===== src/rtl/regfile_2w_sb_if.sv =====
// Register-file bus: read/busy query ports, two write ports, scoreboard set and debug read.
// The master drives addresses and write data; the register file (slave) returns data and status.
interface regfile_2w_sb_if #(
   parameter int XLEN = 32,
   parameter int AW   = 5
);
   logic [AW-1:0]   A1;
   logic [AW-1:0]   A2;
   logic [XLEN-1:0] RD1;
   logic [XLEN-1:0] RD2;
   logic            busy1;
   logic            busy2;
   logic            we0;
   logic [AW-1:0]   wa0;
   logic [XLEN-1:0] wd0;
   logic            we1;
   logic [AW-1:0]   wa1;
   logic [XLEN-1:0] wd1;
   logic            sb_set;
   logic [AW-1:0]   sb_addr;
   logic            wr_conf;
   logic            sb_any;
   logic [AW-1:0]   reg_sel;
   logic [XLEN-1:0] reg_data;

   modport master (
      output A1, A2, we0, wa0, wd0, we1, wa1, wd1, sb_set, sb_addr, reg_sel,
      input  RD1, RD2, busy1, busy2, wr_conf, sb_any, reg_data
   );

   modport slave (
      input  A1, A2, we0, wa0, wd0, we1, wa1, wd1, sb_set, sb_addr, reg_sel,
      output RD1, RD2, busy1, busy2, wr_conf, sb_any, reg_data
   );
endinterface


===== src/rtl/regfile_2w_sb.sv =====
// Two-write-port integer register file with write-to-read bypass, busy scoreboard,
// registered same-address write-conflict flag and an unbypassed debug read port.
module regfile_2w_sb #(
   parameter int XLEN = 32,
   parameter int NREG = 32,
   parameter int AW   = 5
) (
   input logic            clk,
   input logic            rst,
   regfile_2w_sb_if.slave rf_if
);

   logic [XLEN-1:0] rf_q [NREG];
   logic [NREG-1:0] sb_q, sb_d;
   logic            wr_conf_q, wr_conf_d;
   logic            wr0_ok, wr1_ok;

   // Register 0 and addresses beyond the file never hold state.
   function automatic logic addr_ok(input logic [AW-1:0] a);
      return (a != '0) && (int'(a) < NREG);
   endfunction

   function automatic logic [XLEN-1:0] rd_mux(input logic [AW-1:0] a);
      if (!addr_ok(a))                     return '0;
      else if (rf_if.we1 && rf_if.wa1 == a) return rf_if.wd1;
      else if (rf_if.we0 && rf_if.wa0 == a) return rf_if.wd0;
      else                                  return rf_q[a];
   endfunction

   function automatic logic wr_hit(input logic [AW-1:0] a);
      return (wr0_ok && rf_if.wa0 == a) || (wr1_ok && rf_if.wa1 == a);
   endfunction

   assign wr0_ok    = rf_if.we0 && addr_ok(rf_if.wa0);
   assign wr1_ok    = rf_if.we1 && addr_ok(rf_if.wa1);
   assign wr_conf_d = wr0_ok && wr1_ok && (rf_if.wa0 == rf_if.wa1);

   // A newly issued producer must win over the retiring one on the same register.
   always_comb begin
      sb_d = sb_q;
      for (int i = 1; i < NREG; i++) begin
         if (wr_hit(AW'(i))) sb_d[i] = 1'b0;
         if (rf_if.sb_set && addr_ok(rf_if.sb_addr) && rf_if.sb_addr == AW'(i)) sb_d[i] = 1'b1;
      end
      sb_d[0] = 1'b0;
   end

   always_ff @(posedge clk) begin
      if (rst) begin
         for (int i = 0; i < NREG; i++) rf_q[i] <= '0;
         sb_q      <= '0;
         wr_conf_q <= 1'b0;
      end else begin
         if (wr0_ok) rf_q[rf_if.wa0] <= rf_if.wd0;
         if (wr1_ok) rf_q[rf_if.wa1] <= rf_if.wd1;
         sb_q      <= sb_d;
         wr_conf_q <= wr_conf_d;
      end
   end

   always_comb begin
      rf_if.RD1   = rd_mux(rf_if.A1);
      rf_if.RD2   = rd_mux(rf_if.A2);
      rf_if.busy1 = addr_ok(rf_if.A1) && sb_q[rf_if.A1] && !wr_hit(rf_if.A1);
      rf_if.busy2 = addr_ok(rf_if.A2) && sb_q[rf_if.A2] && !wr_hit(rf_if.A2);
      rf_if.reg_data = addr_ok(rf_if.reg_sel) ? rf_q[rf_if.reg_sel] : '0;
   end

   assign rf_if.wr_conf = wr_conf_q;
   assign rf_if.sb_any  = |sb_q;

endmodule


===== src/flat_wrapper.sv =====
// flat-port wrapper written by rule: the top's interface ports become plain ports
module regfile_2w_sb_flat 
#(
   parameter int XLEN = 32,
   parameter int NREG = 32,
   parameter int AW   = 5
)
  (clk, rst, rf_if_A1, rf_if_A2, rf_if_we0, rf_if_wa0, rf_if_wd0, rf_if_we1, rf_if_wa1, rf_if_wd1, rf_if_sb_set, rf_if_sb_addr, rf_if_reg_sel, rf_if_RD1, rf_if_RD2, rf_if_busy1, rf_if_busy2, rf_if_wr_conf, rf_if_sb_any, rf_if_reg_data);
  regfile_2w_sb_if #(.XLEN(XLEN), .AW(AW)) rf_if_i ();
  input logic clk;
  input logic rst;
  input wire logic [$bits(rf_if_i.A1)-1:0] rf_if_A1;
  input wire logic [$bits(rf_if_i.A2)-1:0] rf_if_A2;
  input wire logic [$bits(rf_if_i.we0)-1:0] rf_if_we0;
  input wire logic [$bits(rf_if_i.wa0)-1:0] rf_if_wa0;
  input wire logic [$bits(rf_if_i.wd0)-1:0] rf_if_wd0;
  input wire logic [$bits(rf_if_i.we1)-1:0] rf_if_we1;
  input wire logic [$bits(rf_if_i.wa1)-1:0] rf_if_wa1;
  input wire logic [$bits(rf_if_i.wd1)-1:0] rf_if_wd1;
  input wire logic [$bits(rf_if_i.sb_set)-1:0] rf_if_sb_set;
  input wire logic [$bits(rf_if_i.sb_addr)-1:0] rf_if_sb_addr;
  input wire logic [$bits(rf_if_i.reg_sel)-1:0] rf_if_reg_sel;
  output wire logic [$bits(rf_if_i.RD1)-1:0] rf_if_RD1;
  output wire logic [$bits(rf_if_i.RD2)-1:0] rf_if_RD2;
  output wire logic [$bits(rf_if_i.busy1)-1:0] rf_if_busy1;
  output wire logic [$bits(rf_if_i.busy2)-1:0] rf_if_busy2;
  output wire logic [$bits(rf_if_i.wr_conf)-1:0] rf_if_wr_conf;
  output wire logic [$bits(rf_if_i.sb_any)-1:0] rf_if_sb_any;
  output wire logic [$bits(rf_if_i.reg_data)-1:0] rf_if_reg_data;
  assign rf_if_i.A1 = rf_if_A1;
  assign rf_if_i.A2 = rf_if_A2;
  assign rf_if_i.we0 = rf_if_we0;
  assign rf_if_i.wa0 = rf_if_wa0;
  assign rf_if_i.wd0 = rf_if_wd0;
  assign rf_if_i.we1 = rf_if_we1;
  assign rf_if_i.wa1 = rf_if_wa1;
  assign rf_if_i.wd1 = rf_if_wd1;
  assign rf_if_i.sb_set = rf_if_sb_set;
  assign rf_if_i.sb_addr = rf_if_sb_addr;
  assign rf_if_i.reg_sel = rf_if_reg_sel;
  assign rf_if_RD1 = rf_if_i.RD1;
  assign rf_if_RD2 = rf_if_i.RD2;
  assign rf_if_busy1 = rf_if_i.busy1;
  assign rf_if_busy2 = rf_if_i.busy2;
  assign rf_if_wr_conf = rf_if_i.wr_conf;
  assign rf_if_sb_any = rf_if_i.sb_any;
  assign rf_if_reg_data = rf_if_i.reg_data;
  regfile_2w_sb #(.XLEN(XLEN), .NREG(NREG), .AW(AW)) u_core (.clk(clk), .rst(rst), .rf_if(rf_if_i));
endmodule

===== config.mk =====
export PLATFORM = sky130hd
export DESIGN_NAME = regfile_2w_sb_flat
export DESIGN_NICKNAME = d
export VERILOG_FILES = /design/src/rtl/regfile_2w_sb_if.sv /design/src/rtl/regfile_2w_sb.sv /design/src/flat_wrapper.sv
export SDC_FILE = /design/constraint.sdc
export NUM_CORES = 2
export LEC_CHECK = 0
export BUFFER_PORTS_ARGS = -buffer_cell sky130_fd_sc_hd__buf_2
export CORE_AREA = 2 2 530 532
export DETAILED_ROUTE_END_ITERATION = 8
export DIE_AREA = 0 0 532 534
export PLACE_DENSITY = 0.45
export SKIP_LAST_GASP = 1
export SLEW_MARGIN = 30
export SYNTH_ARGS = -nofsm -noshare
export SYNTH_HDL_FRONTEND = slang
export SYNTH_SLANG_ARGS = --single-unit
export TNS_END_PERCENT = 1

===== constraint.sdc =====
create_clock -name clk -period 2.8 [get_ports clk]
set_input_delay 0.28 -clock clk [delete_from_list [all_inputs] [get_ports clk]]
set_output_delay 0.28 -clock clk [all_outputs]
set_load 0.05 [all_outputs]

======== Yosys cells after proc, flatten, opt, wreduce, memory -nomap -nowiden ========
Memory sizes are Yosys's and may differ from the RTL's.
Cells that the tools add are included.
storage, ports and cells
  register bits ........................... 33
  bits in writable memories ............... 1,024
  input port bits ......................... 99
  output and inout port bits .............. 100
  memories kept ........................... 1
memory list
  name         words  width  read ports  clocked after Yosys merged registers in  wr ports  RTL line             text
  u_core.rf_q  32     32     3           0                                        32        regfile_2w_sb.sv:13  logic [XLEN-1:0] rf_q [NREG];
cells by class
  $lt $le $gt $ge ......................... 2
  equal/unequal tests ..................... 98
  muxes and demuxes ....................... 87
  reduce and logical (&&, ||, !) cells .... 185
operators with widths
  cell                                                                          number
  32-bit 2-to-1 mux                                                             9
  5-bit equality test, second input constant                                    48
  5-bit by 4-bit equality test with 1-bit output, second input constant         24
  1-bit logical AND                                                             110
  32-bit OR reduction                                                           3
  1-bit 2-to-1 mux                                                              74
  2-bit nonzero test                                                            31
  5-bit by 3-bit equality test with 1-bit output, second input constant         12
  1-bit logical OR                                                              33
  5-bit by 2-bit equality test with 1-bit output, second input constant         6
  5-bit nonzero test                                                            6
  5-bit equality test                                                           5
  5-bit by 1-bit equality test with 1-bit output, second input constant         3
  5-bit by 6-bit less-than comparator with 1-bit output, second input constant  2
  1-bit binary-select mux with 5-bit select                                     2
  5-bit 2-to-1 mux                                                              2
  1-bit logical NOT                                                             2

======== Logic depth before layout (Yosys ltp) ========
  depth in word-level cells ............... 7
  depth in mapped cells ................... 10

======== Worst setup path before layout ========
OpenSTA, ideal clock, no wires.
  kind .................................... in2out
  start point ............................. in rf_if_A1[0]
  end point ............................... out rf_if_busy1
  arrival time ............................ 3.061 ns
  data required time ...................... 2.520 ns
  path slack .............................. -0.541 ns
  stages on the path ...................... 8
  path buffers ............................ 4
  cells stage by stage .................... buf_2 buf_2 buf_2 buf_4 mux2i_1 mux4_2 o21ai_0 nor4_1
between the ends
  cells in the longest elaborated chain, start to end .. 5
  elaborated cells on any way between the ends .. 11
RTL lines
  item                                                                               RTL line             text
  start, declared                                                                    flat_wrapper.sv:12   input wire logic [$bits(rf_if_i.A1)-1:0] rf_if_A1;
  branches (longest 4 deep; another with 1-bit binary-select mux with 5-bit select)  --
  1-bit logical AND (*)                                                              regfile_2w_sb.sv:64  rf_if.busy1 = addr_ok(rf_if.A1) && sb_q[rf_if.A1] && !wr_hit(rf_if.A1);
  end, declared                                                                      flat_wrapper.sv:25   output wire logic [$bits(rf_if_i.busy1)-1:0] rf_if_busy1;
Every way passes the cells marked *. The select of a mux whose other input is x is not followed.

==> impl_metrics.env <==
export IMPL_grt_pass1_wl_mm=528
export IMPL_worst_clock_skew_ps=0
export IMPL_overflow=0
export IMPL_die_width_microns=532
export IMPL_drt_iter0_markers=9654
export IMPL_grt_pass1_vias=56600
export IMPL_cap_violations=0
export IMPL_vias=58700
export IMPL_violations="setup timing"
export IMPL_hp_class="in -> reg"
export IMPL_place_congestion=0.909
export IMPL_die_y_microns=534
export IMPL_powerDensity_nw_per_um2=547
export IMPL_ioPinCount=199
export IMPL_track_usage_pct=27.2
export IMPL_placed_area_sq_um=82800
export IMPL_worstMarginPinSlew_ps=890
export IMPL_synth_async_reset_ratio_pct=0
export IMPL_cts_tree="built"
export IMPL_ys_warnings_count=0
export IMPL_cp_required_ps=2520
export IMPL_slowest_delay_ps=620
export IMPL_hold_viol=0
export IMPL_fmax_mhz=294
export IMPL_synthToLayoutAreaGrowth_pct=26.3
export IMPL_multi_input_area_sq_um=35300
export IMPL_cts_max_path_buffers=3
export IMPL_cts_clk_slew_worst_paths_ps=60
export IMPL_fin_crit_sh_pct=121
export IMPL_ys_ff_latch=1056
export IMPL_pre_cts_ws_ps=-487
export IMPL_final_common_cell="edfxtp_1"
export IMPL_utilization_pct=31.4
export IMPL_fin_area_sq_um=87500
export IMPL_path_max_fanout=3
export IMPL_wl_per_cell_microns=44.6
export IMPL_clk_latency_ps=830
export IMPL_min_period_ps=3400
export IMPL_path_common_cell="buf_12"
export IMPL_rsz0062_at_grt="yes"
export IMPL_ir_worst_vdd_uv=599
export IMPL_numPortBuffers=198
export IMPL_post_dp_hpwl_mm=255
export IMPL_setup_viol=98
export IMPL_vias_per_cell=6.55
export IMPL_die_area_sq_um=284000
export IMPL_fillers=27200
export IMPL_antenna_found_initial=40
export IMPL_root_buffer="clkbuf_16"
export IMPL_fin_nets=5214
export IMPL_netlist_area_sq_um=69300
export IMPL_clock_sinks=1056
export IMPL_drv_slew=0
export IMPL_start_util_pct=24.9
export IMPL_rows=194
export IMPL_antenna_left=0
export IMPL_drc=0
export IMPL_cp_arrival_ps=3120
export IMPL_synth_seq_area_share_pct=45.3
export IMPL_drive_gt1_share_pct=40.4
export IMPL_synth_avg_cell_area_sq_um=14.5
export IMPL_total_power_mw=47.9
export IMPL_core_sq_um=278000
export IMPL_cp_cell_sequence="mux4_4, a22o_1, a211oi_4, nor4_1, a221o_1, buf_12, buf_12"
export IMPL_synthCells=4767
export IMPL_cp_start_kind="flip-flop"
export IMPL_grt_max_degree=61
export IMPL_regArea_sq_um=31400
export IMPL_maxSlewHeadroom_pct=40.5
export IMPL_first_pass_iters=5
export IMPL_mostFrequentLayoutCells="1024 x edfxtp_1, 1023 x a22o_1, 773 x mux4_2"
export IMPL_cts_max_level=4
export IMPL_synth_cell_types=59
export IMPL_wirelength_mm=399
export IMPL_crit_path_end_kind="output port"
export IMPL_total_leakage_power_nw=29.7
export IMPL_crit_slowest_cell="mux4_4"
export IMPL_synth_edf_count=1024
export IMPL_cts_made_buffers=132
export IMPL_synthFlopType="edfxtp_1"
export IMPL_crit_type="reg -> out"
export IMPL_worst_slack_ps=-601
export IMPL_status="finished with violations"
==> cell families (layout without fill, tap and decap cells) <==
kind of cell           count (synthesis)  in the layout  synth area share (%)
multiplexers                         979            979                  28.4
other                                  1             46               0.00541
AND/OR/NAND/NOR                      450            450                  3.52
XOR/XNOR                              25             25                 0.316
flip-flops                          1056           1056                  45.3
AO/OA/AOI/OAI                       1416           1416                  17.4
buffers and inverters                840           1265                  5.03
==> per-layer routing <==
metal | vias up | GRT usage [%] | wire length [microns]
met5 | - | 0 | 161
met4 | 22 | 15.7 | 26400
met3 | 1181 | 9.47 | 52500
met2 | 5296 | 40.3 | 172000
met1 | 31000 | 34.4 | 148000
li1 | 21200 | - | -
==> per-stage QoR <==
step	hold slack, ps	instances	TNS [ps]
2_1_floorplan	453	4798	-3640
3_3_place_gp	470	8684	-16400
3_5_place_dp	475	8684	-15310
4_1_cts	8.26	8944	-43610
5_1_grt	44.2	8949	-46930
6_report	57.2	8961	-40240
==> power breakdown <==
group	internal, mW	switching, mW	total, mW
Clock	10.2	7.81	18.0
Sequential	18.4	0.853	19.2
Combinational	4.67	6.07	10.7
Total	33.2	14.7	47.9
==> sequential cells by signal, indices dropped and copies added (netlist names) <==
name                  flops
u_core.rf_if.wr_conf      1
u_core.rf_q            1024
u_core.sb_q              31
==> synth_stat cells (all sizes together), types with 2 or more instances <==
cell,n,share of area [%]
a21oi,2,0.014
nand3,12,0.087
o221ai,63,0.80
xor2,13,0.16
nor2b,10,0.090
mux2,34,0.55
nor2,128,0.69
clkbuf,520,2.8
nor3b,5,0.054
or2,13,0.12
a221o,65,0.94
and4b,32,0.46
a32oi,2,0.025
nand4b,7,0.088
xnor2,12,0.15
a22o,1023,13
dfxtp,32,0.92
nand2b,12,0.11
and3,2,0.018
nand4bb,4,0.065
a221oi,63,1.0
nand3b,6,0.065
o32ai,4,0.051
mux2i,161,2.3
edfxtp,1024,44
o21ai,82,0.59
nand2,63,0.34
a22oi,3,0.032
inv,60,0.32
buf,259,1.9
o22ai,72,0.65
or3b,5,0.063
mux4,784,26
nor4,45,0.42
or3,36,0.32
a211oi,33,0.36
and2,3,0.027
nand4,6,0.054
nor3,59,0.43
==> area by class of cell <==
cell class,count,area share (%)
Clock buffer,160,3.94
Tap cell,3724,5.32
Timing Repair Buffer,962,13.2
Sequential cell,1056,35.9
Antenna cell,14,0.0400
Multi-Input combinational cell,2902,40.4
Inverter,61,0.262
Clock inverter,82,1.06
==> final timing paths <==
| path | depth (start not counted) | startpoint | end | slack (ps) |
|---|---|---|---|---|
| hold reg to reg | 2 | u_core.sb_q[4] | u_core.sb_q[4] | 490 |
| setup reg to reg | 3 | u_core.sb_q[16] | u_core.sb_q[16] | 1640 |
| hold / removal | 2 | rf_if_wd0[11] | u_core.rf_q[16][11] | 60 |
| setup / recovery | 7 | u_core.rf_q[18][0] | rf_if_RD2[0] | -600 |
==> critical path: cells and delay by family, from the launching register on <==
family	cells	cell delay [ps]
flip-flops	1	430
buffers and inverters	2	310
multiplexers	1	620
AO/OA/AOI/OAI	3	830
AND/OR/NAND/NOR	1	90
==> what timing repair did <==
item | CTS | global route
buffers inserted | 0 | 5
pin swaps | 4 | 6
hold buffers | 18 | 0
resized for setup | 18 | 13
hold endpoints to repair | 50 | 0
cloned | 0 | 0
setup endpoints to repair | 98 | 98
Note: power is estimated with default switching activity, not from simulation.
